## src/rtl/uart_matmul_pkg.sv

```systemverilog
// Shared types and constants for the UART matrix multiplier.
// Holds the FSM state enum, size limits and the baud divisor helper.
package uart_matmul_pkg;

    localparam int MAX_N = 3;
    localparam int RES_W = 24;

    typedef enum logic [2:0] {
        WAIT_N,
        LOAD_A,
        LOAD_B,
        COMPUTE,
        SEND
    } state_t;

    // Clocks per bit for the selected baud rate, truncated.
    function automatic int unsigned baud_div(
        input int unsigned clk_hz,
        input logic [1:0]  sel
    );
        int unsigned d;
        case (sel)
            2'b00:   d = clk_hz / 4800;
            2'b01:   d = clk_hz / 9600;
            2'b10:   d = clk_hz / 19200;
            default: d = clk_hz / 115200;
        endcase
        return d;
    endfunction

endpackage

```

## src/rtl/uart_matmul_phy.sv

```systemverilog
// UART phy: baud divider, 8N1 receiver and transmitter.
// Ports: clk, rst, rx/tx lines, b_sel, rx_data/rx_valid, tx_data/tx_start/tx_busy.
module uart_phy #(
    parameter int unsigned CLK_HZ = 50000000
) (
    input  logic       clk,
    input  logic       rst,
    input  logic       rx,
    input  logic [1:0] b_sel,
    output logic       tx,
    output logic [7:0] rx_data,
    output logic       rx_valid,
    input  logic [7:0] tx_data,
    input  logic       tx_start,
    output logic       tx_busy
);
    import uart_matmul_pkg::*;

    localparam int CW = $clog2(CLK_HZ / 4800 + 1);

    logic [CW-1:0] div_sel;
    logic          rx_s1, rx_s2, rx_s3, fall;
    logic          rx_act;
    logic [CW-1:0] rx_div, rx_cnt;
    logic [3:0]    rx_bit;
    logic [7:0]    rx_sh;
    logic          tx_act, tx_end;
    logic [CW-1:0] tx_div, tx_cnt;
    logic [3:0]    tx_bit;
    logic [8:0]    tx_sh;

    assign div_sel = CW'(baud_div(CLK_HZ, b_sel));
    assign fall    = rx_s3 & ~rx_s2;
    assign rx_data = rx_sh;

    always_ff @(posedge clk or posedge rst) begin
        if (rst) begin
            rx_s1 <= 1'b1;
            rx_s2 <= 1'b1;
            rx_s3 <= 1'b1;
        end else begin
            rx_s1 <= rx;
            rx_s2 <= rx_s1;
            rx_s3 <= rx_s2;
        end
    end

    // Bit 0 is the half-bit start re-check; 1..8 data; 9 stop.
    always_ff @(posedge clk or posedge rst) begin
        if (rst) begin
            rx_act   <= 1'b0;
            rx_div   <= '0;
            rx_cnt   <= '0;
            rx_bit   <= '0;
            rx_sh    <= '0;
            rx_valid <= 1'b0;
        end else begin
            rx_valid <= 1'b0;
            if (!rx_act) begin
                if (fall) begin
                    rx_act <= 1'b1;
                    rx_div <= div_sel;
                    rx_cnt <= div_sel >> 1;
                    rx_bit <= '0;
                end
            end else if (rx_cnt != '0) begin
                rx_cnt <= rx_cnt - 1'b1;
            end else begin
                rx_cnt <= rx_div - 1'b1;
                rx_bit <= rx_bit + 1'b1;
                if (rx_bit == 4'd0) begin
                    if (rx_s2) begin
                        rx_act <= 1'b0;
                        rx_bit <= '0;
                    end
                end else if (rx_bit == 4'd9) begin
                    rx_act   <= 1'b0;
                    rx_bit   <= '0;
                    rx_valid <= rx_s2;
                end else begin
                    rx_sh <= {rx_s2, rx_sh[7:1]};
                end
            end
        end
    end

    // Busy drops in the last stop cycle so a new byte follows seamlessly.
    assign tx_end  = tx_act && tx_cnt == '0 && tx_bit == 4'd9;
    assign tx_busy = tx_act && !tx_end;

    always_ff @(posedge clk or posedge rst) begin
        if (rst) begin
            tx     <= 1'b1;
            tx_act <= 1'b0;
            tx_div <= '0;
            tx_cnt <= '0;
            tx_bit <= '0;
            tx_sh  <= '1;
        end else if (tx_start && !tx_busy) begin
            tx     <= 1'b0;
            tx_act <= 1'b1;
            tx_div <= div_sel;
            tx_cnt <= div_sel - 1'b1;
            tx_bit <= '0;
            tx_sh  <= {1'b1, tx_data};
        end else if (tx_act) begin
            if (tx_cnt != '0) begin
                tx_cnt <= tx_cnt - 1'b1;
            end else if (tx_bit == 4'd9) begin
                tx_act <= 1'b0;
            end else begin
                tx_cnt <= tx_div - 1'b1;
                tx_bit <= tx_bit + 1'b1;
                tx     <= tx_sh[0];
                tx_sh  <= {1'b1, tx_sh[8:1]};
            end
        end
    end

endmodule

```

## src/rtl/uart_matmul_top.sv

```systemverilog
// UART matrix multiplier: loads N, A, B over rx, sends C = A x B on tx.
// Ports: clk, rst (async high), rx, b_sel baud select, tx.
module uart_matmul_top #(
    parameter int CLK_HZ = 50000000,
    parameter int MAX_N  = uart_matmul_pkg::MAX_N,
    parameter int RES_W  = uart_matmul_pkg::RES_W
) (
    input  logic       clk,
    input  logic       rst,
    input  logic       rx,
    input  logic [1:0] b_sel,
    output logic       tx
);
    import uart_matmul_pkg::*;

    localparam int IW = $clog2(MAX_N + 1);

    state_t           state, state_nx;
    logic [IW-1:0]    n_q, nm1, ci, cj, ck;
    logic [1:0]       bidx;
    logic             last_sent;
    logic [RES_W-1:0] acc, sum, c_sel;
    logic [15:0]      prod;
    logic [7:0]       rx_data, tx_data;
    logic             rx_valid, tx_start, tx_busy;
    logic             n_ok, ld_last, mac_last, tx_take;

    logic [7:0]       a_mem [MAX_N][MAX_N];
    logic [7:0]       b_mem [MAX_N][MAX_N];
    logic [RES_W-1:0] c_mem [MAX_N][MAX_N];

    uart_phy #(.CLK_HZ(CLK_HZ)) u_phy (
        .clk      (clk),
        .rst      (rst),
        .rx       (rx),
        .b_sel    (b_sel),
        .tx       (tx),
        .rx_data  (rx_data),
        .rx_valid (rx_valid),
        .tx_data  (tx_data),
        .tx_start (tx_start),
        .tx_busy  (tx_busy)
    );

    assign nm1      = n_q - 1'b1;
    assign n_ok     = rx_data != 8'd0 && rx_data <= 8'(MAX_N);
    assign ld_last  = ci == nm1 && cj == nm1;
    assign mac_last = ld_last && ck == nm1;
    assign tx_take  = tx_start && !tx_busy;
    assign prod     = a_mem[ci][ck] * b_mem[ck][cj];
    assign sum      = (ck == '0 ? '0 : acc) + RES_W'(prod);

    always_ff @(posedge clk or posedge rst) begin
        if (rst) state <= WAIT_N;
        else     state <= state_nx;
    end

    always_comb begin
        state_nx = state;
        unique case (state)
            WAIT_N:  if (rx_valid && n_ok)    state_nx = LOAD_A;
            LOAD_A:  if (rx_valid && ld_last) state_nx = LOAD_B;
            LOAD_B:  if (rx_valid && ld_last) state_nx = COMPUTE;
            COMPUTE: if (mac_last)            state_nx = SEND;
            SEND:    if (last_sent && !tx_busy) state_nx = WAIT_N;
            default: state_nx = WAIT_N;
        endcase
    end

    always_comb begin
        tx_start = state == SEND && !last_sent;
        c_sel    = c_mem[ci][cj];
        tx_data  = c_sel[7:0];
        unique case (bidx)
            2'd0:    tx_data = c_sel[23:16];
            2'd1:    tx_data = c_sel[15:8];
            default: tx_data = c_sel[7:0];
        endcase
    end

    // Counters wrap to zero at the end of each phase, ready for the next.
    always_ff @(posedge clk or posedge rst) begin
        if (rst) begin
            n_q       <= '0;
            ci        <= '0;
            cj        <= '0;
            ck        <= '0;
            bidx      <= '0;
            acc       <= '0;
            last_sent <= 1'b0;
        end else begin
            unique case (state)
                WAIT_N: begin
                    last_sent <= 1'b0;
                    if (rx_valid && n_ok) n_q <= rx_data[IW-1:0];
                end
                LOAD_A, LOAD_B: begin
                    if (rx_valid) begin
                        if (cj == nm1) begin
                            cj <= '0;
                            ci <= ld_last ? '0 : ci + 1'b1;
                        end else begin
                            cj <= cj + 1'b1;
                        end
                    end
                end
                COMPUTE: begin
                    acc <= sum;
                    if (ck == nm1) begin
                        ck <= '0;
                        if (cj == nm1) begin
                            cj <= '0;
                            ci <= ld_last ? '0 : ci + 1'b1;
                        end else begin
                            cj <= cj + 1'b1;
                        end
                    end else begin
                        ck <= ck + 1'b1;
                    end
                end
                SEND: begin
                    if (tx_take) begin
                        if (bidx == 2'd2) begin
                            bidx      <= '0;
                            last_sent <= ld_last;
                            if (cj == nm1) begin
                                cj <= '0;
                                ci <= ld_last ? '0 : ci + 1'b1;
                            end else begin
                                cj <= cj + 1'b1;
                            end
                        end else begin
                            bidx <= bidx + 1'b1;
                        end
                    end
                end
                default: ;
            endcase
        end
    end

    // Matrix storage carries no reset; contents are rewritten each job.
    always_ff @(posedge clk) begin
        if (state == LOAD_A && rx_valid) a_mem[ci][cj] <= rx_data;
        if (state == LOAD_B && rx_valid) b_mem[ci][cj] <= rx_data;
        if (state == COMPUTE && ck == nm1) c_mem[ci][cj] <= sum;
    end

endmodule

```

## config.mk

```make
export PLATFORM = sky130hd
export DESIGN_NAME = uart_matmul_top
export DESIGN_NICKNAME = d
export VERILOG_FILES = /design/src/rtl/uart_matmul_pkg.sv /design/src/rtl/uart_matmul_phy.sv /design/src/rtl/uart_matmul_top.sv
export SDC_FILE = /design/constraint.sdc
export NUM_CORES = 1
export LEC_CHECK = 0
export ABC_CLOCK_PERIOD_IN_PS = 8800
export CAP_MARGIN = 20
export CORE_ASPECT_RATIO = 0.6
export CORE_UTILIZATION = 41
export DETAILED_ROUTE_END_ITERATION = 6
export PLACE_DENSITY = 0.62
export RECOVER_POWER = 25
export SETUP_SLACK_MARGIN = 0.4
export SYNTH_ARGS = -nofsm -noshare
export SYNTH_HDL_FRONTEND = slang
export SYNTH_SLANG_ARGS = --single-unit
```

## constraint.sdc

```tcl
create_clock -name clk -period 8.8 [get_ports clk]
set_input_delay 1.76 -clock clk [delete_from_list [all_inputs] [get_ports clk]]
set_output_delay 1.76 -clock clk [all_outputs]
set_load 0.02 [all_outputs]
```

==> results.sh <==
export IMPL_synthCells=1846
export IMPL_cts_max_level=2
export IMPL_place_hpwl_um=37910
export IMPL_cts_tree="done"
export IMPL_via_per_inst=5.669
export IMPL_drive_gt1_frac=0.1144
export IMPL_ctsHoldBuffers=0
export IMPL_cp_max_fo=22
export IMPL_grt_max_degree=77
export IMPL_areaGrowthSynthToFinish_pct=10.38
export IMPL_arrival_ps=7850
export IMPL_dp_cells=2550
export IMPL_wl_per_cell_um=21.65
export IMPL_fin_cells=2641
export IMPL_relSlewSlack=-0.5166
export IMPL_syn_num_nets=1963
export IMPL_start_util=0.4174
export IMPL_clock_skew_final_ps=25.04
export IMPL_violations="max-capacitance violations, max-slew violations"
export IMPL_firstDrtPassIters=5
export IMPL_antenna_left=0
export IMPL_peakVddDrop_mv=0.1488
export IMPL_portBuffers=5
export IMPL_grt_total_usage=0.1983
export IMPL_hold_class="reg -> reg"
export IMPL_synth_edf_count=360
export IMPL_seqCellArea_um2=13710
export IMPL_rsz0062_at_grt="false"
export IMPL_endpoint_kind="register"
export IMPL_cp_start_kind="register"
export IMPL_final_util=0.4607
export IMPL_period_minus_slack_ps=7615
export IMPL_crit_path_start="ck[0]"
export IMPL_setup_viol=0
export IMPL_fp_dieArea_um2=58170
export IMPL_layout_nets=1960
export IMPL_synthArstFlopShare=0.2421
export IMPL_status="finished, violations left"
export IMPL_antenna_found_initial=0
export IMPL_cts_resized=0
export IMPL_power_leakage_nw=9.332
export IMPL_clk_insertion_delay_late_ps=600
export IMPL_grt_pass1_vias=14593
export IMPL_post_route_period_util=0.8654
export IMPL_rows=67
export IMPL_synth_seq_cells=475
export IMPL_slew_viol_final=41
export IMPL_syn_area_per_cell_um2=12.70
export IMPL_setup_tns_ps=0
export IMPL_yosysSeqAreaShare=0.5845
export IMPL_cts_inserted_buffers=45
export IMPL_drt_total_wl_um=57190
export IMPL_post_dp_cell_area_um2=24300
export IMPL_timing_final_hold_violations=0
export IMPL_r2r_start="ck[0]"
export IMPL_yosys_most_used_dff="edfxtp_1"
export IMPL_met1_length_um=28840
export IMPL_max_freq_mhz=131.3
export IMPL_drtIter0Drc=1512
export IMPL_grt_pass1_wl_um=88980
export IMPL_ys_types=76
export IMPL_tightest_slew_ps=2262
export IMPL_top_layer="met4"
export IMPL_vias=14973
export IMPL_crit_type="reg -> reg"
export IMPL_power_density_nw_per_um2=181.6
export IMPL_regToRegSetupSlack_ps=1180
export IMPL_place_gp_congestion=0.8983
export IMPL_multi_input_area_um2=8921
export IMPL_crit_end="c_mem[2][17]"
export IMPL_dr_wl_met3_um=5258
export IMPL_clkSinkCount=475
export IMPL_die_height_um=187.2
export IMPL_syn_cell_area_um2=23440
export IMPL_clockBufferDepth=3
export IMPL_n_fill_cell=4986
export IMPL_ys_warn_count=0
export IMPL_core_um2=56170
export IMPL_cts_root_buffer="clkbuf_16"
export IMPL_post_route_cell_area_um2=25870
export IMPL_rr_worst_depth=18
export IMPL_cts_setup_buffers=0
export IMPL_r2r_end="c_mem[2][17]"
export IMPL_required_ps=9030
export IMPL_clk_pin_slew_ps=70
export IMPL_grt_overflow=0
export IMPL_maxCapViolations=1
export IMPL_drcViolationCount=0
export IMPL_io_pins=6
export IMPL_fp_dieW_um=310.7
export IMPL_routed_wl_met2_um=22360
-- kinds of logic after synthesis --
family	count (synthesis)	synth area share
AOI/OAI and AO/OA	328	0.08881
xor gates and xnor gates	29	0.01083
muxes	150	0.09121
and+or+nand+nor	548	0.1141
adders and majority gates	112	0.07579
DFF	475	0.5845
buffers and inverters	204	0.03469
-- cell usage in the layout (no fill, tap or decap), types with 45 or more instances in the layout --
cell,count
a21oi_1,125
clkbuf_16,45
dfrtp_1,99
edfxtp_1,360
fa_1,50
ha_1,62
inv_1,111
mux2i_1,82
mux4_2,49
nand2_1,120
nor2_1,182
o21ai_0,48
-- layer usage --
layer / up-vias / global-route usage
met5: - / 0
met4: 0 / 0.03600
met3: 63 / 0.05011
met2: 533 / 0.2618
met1: 7604 / 0.3233
li1: 6773 / -
-- flip-flops by register name, indices dropped and copies added (netlist names), 9 cells and up --
| signal | count |
|---|---|
| b_mem | 72 |
| c_mem | 216 |
| u_phy.tx_cnt | 14 |
| u_phy.tx_div | 9 |
| u_phy.rx_cnt | 14 |
| acc | 24 |
| u_phy.rx_div | 9 |
| a_mem | 72 |
-- critical path, stage by stage, from the launching register on --
cell and delay (ps):
dfrtp_2 770, mux4_2 570, nor2_1 100, a21oi_1 70
a21oi_1 740, or2_2 260, fa_1 450, fa_1 540
inv_1 50, fa_1 530, inv_1 60, fa_1 530
inv_1 40, ha_1 370, o2111ai_1 190, a41oi_1 610
o31a_1 300, a31oi_1 120, xnor2_1 890
-- worst min path at each step --
stage / startpoint / endpoint / slack, ps / depth (start not counted)
floorplan: u_phy.rx_s1 / u_phy.rx_s2 / 350 / 0
global placement: u_phy.rx_s1 / u_phy.rx_s2 / 350 / 0
detailed placement: u_phy.rx_s1 / u_phy.rx_s2 / 350 / 0
CTS: u_phy.rx_s1 / u_phy.rx_s2 / 360 / 0
global route: u_phy.rx_s1 / u_phy.rx_s2 / 370 / 0
finish: u_phy.rx_s1 / u_phy.rx_s2 / 360 / 0
-- Yosys cell counts, drive strengths merged (4+ instances only) --
library cell | count | share of area
edfxtp | 360 | 0.46
nor2 | 184 | 0.030
a21oi | 125 | 0.027
nand2 | 120 | 0.019
inv | 112 | 0.018
dfrtp | 103 | 0.11
mux2i | 82 | 0.035
ha | 62 | 0.033
clkbuf | 59 | 0.0095
o21ai | 52 | 0.011
fa | 50 | 0.043
mux4 | 49 | 0.047
nor3 | 41 | 0.0090
a211oi | 38 | 0.012
nand2b | 38 | 0.010
and3 | 36 | 0.0096
buf | 31 | 0.0069
nand3 | 25 | 0.0053
or3 | 20 | 0.0056
mux2 | 19 | 0.0091
nor2b | 18 | 0.0048
xnor2 | 17 | 0.0064
or2 | 16 | 0.0043
o22ai | 14 | 0.0037
nor4 | 13 | 0.0041
o211ai | 13 | 0.0042
a31oi | 12 | 0.0032
dfstp | 12 | 0.013
xor2 | 12 | 0.0045
and2 | 9 | 0.0024
o21a | 8 | 0.0026
o21bai | 8 | 0.0026
o31ai | 7 | 0.0025
a21boi | 6 | 0.0019
a21o | 6 | 0.0019
nand4b | 6 | 0.0022
or4 | 6 | 0.0022
a31o | 5 | 0.0019
o2111ai | 5 | 0.0026
a2111o | 4 | 0.0019
nor3b | 4 | 0.0013
-- power by group --
part | total [W] | switching (W) | internal [W]
Sequential | 0.00248 | 0.0000573 | 0.00242
Combinational | 0.000185 | 0.000109 | 0.0000757
Clock | 0.00203 | 0.000894 | 0.00114
Total | 0.00470 | 0.00106 | 0.00364
-- metrics by stage --
stage / setup WS, ps / total power [W] / hold WS, ps
5_1_grt: 768.1 / 0.004845 / 369.1
4_1_cts: 1336 / 0.004726 / 359.5
3_3_place_gp: 1628 / 0.002699 / 349.8
3_5_place_dp: 1390 / 0.002707 / 350.3
2_1_floorplan: 2385 / 0.002662 / 345.2
6_report: 1185 / 0.004698 / 361.7
-- layout make-up --
cell class | count | share of cell area
clock buffers | 66 | 0.05082
repair buffers | 40 | 0.01252
well taps | 759 | 0.03670
inverters | 114 | 0.01659
multi-input cells | 1167 | 0.3448
clock inverters | 18 | 0.008414
flip-flops and latches | 475 | 0.5300
diodes | 2 | 0.0001934
(Power assumes the default switching activity.)
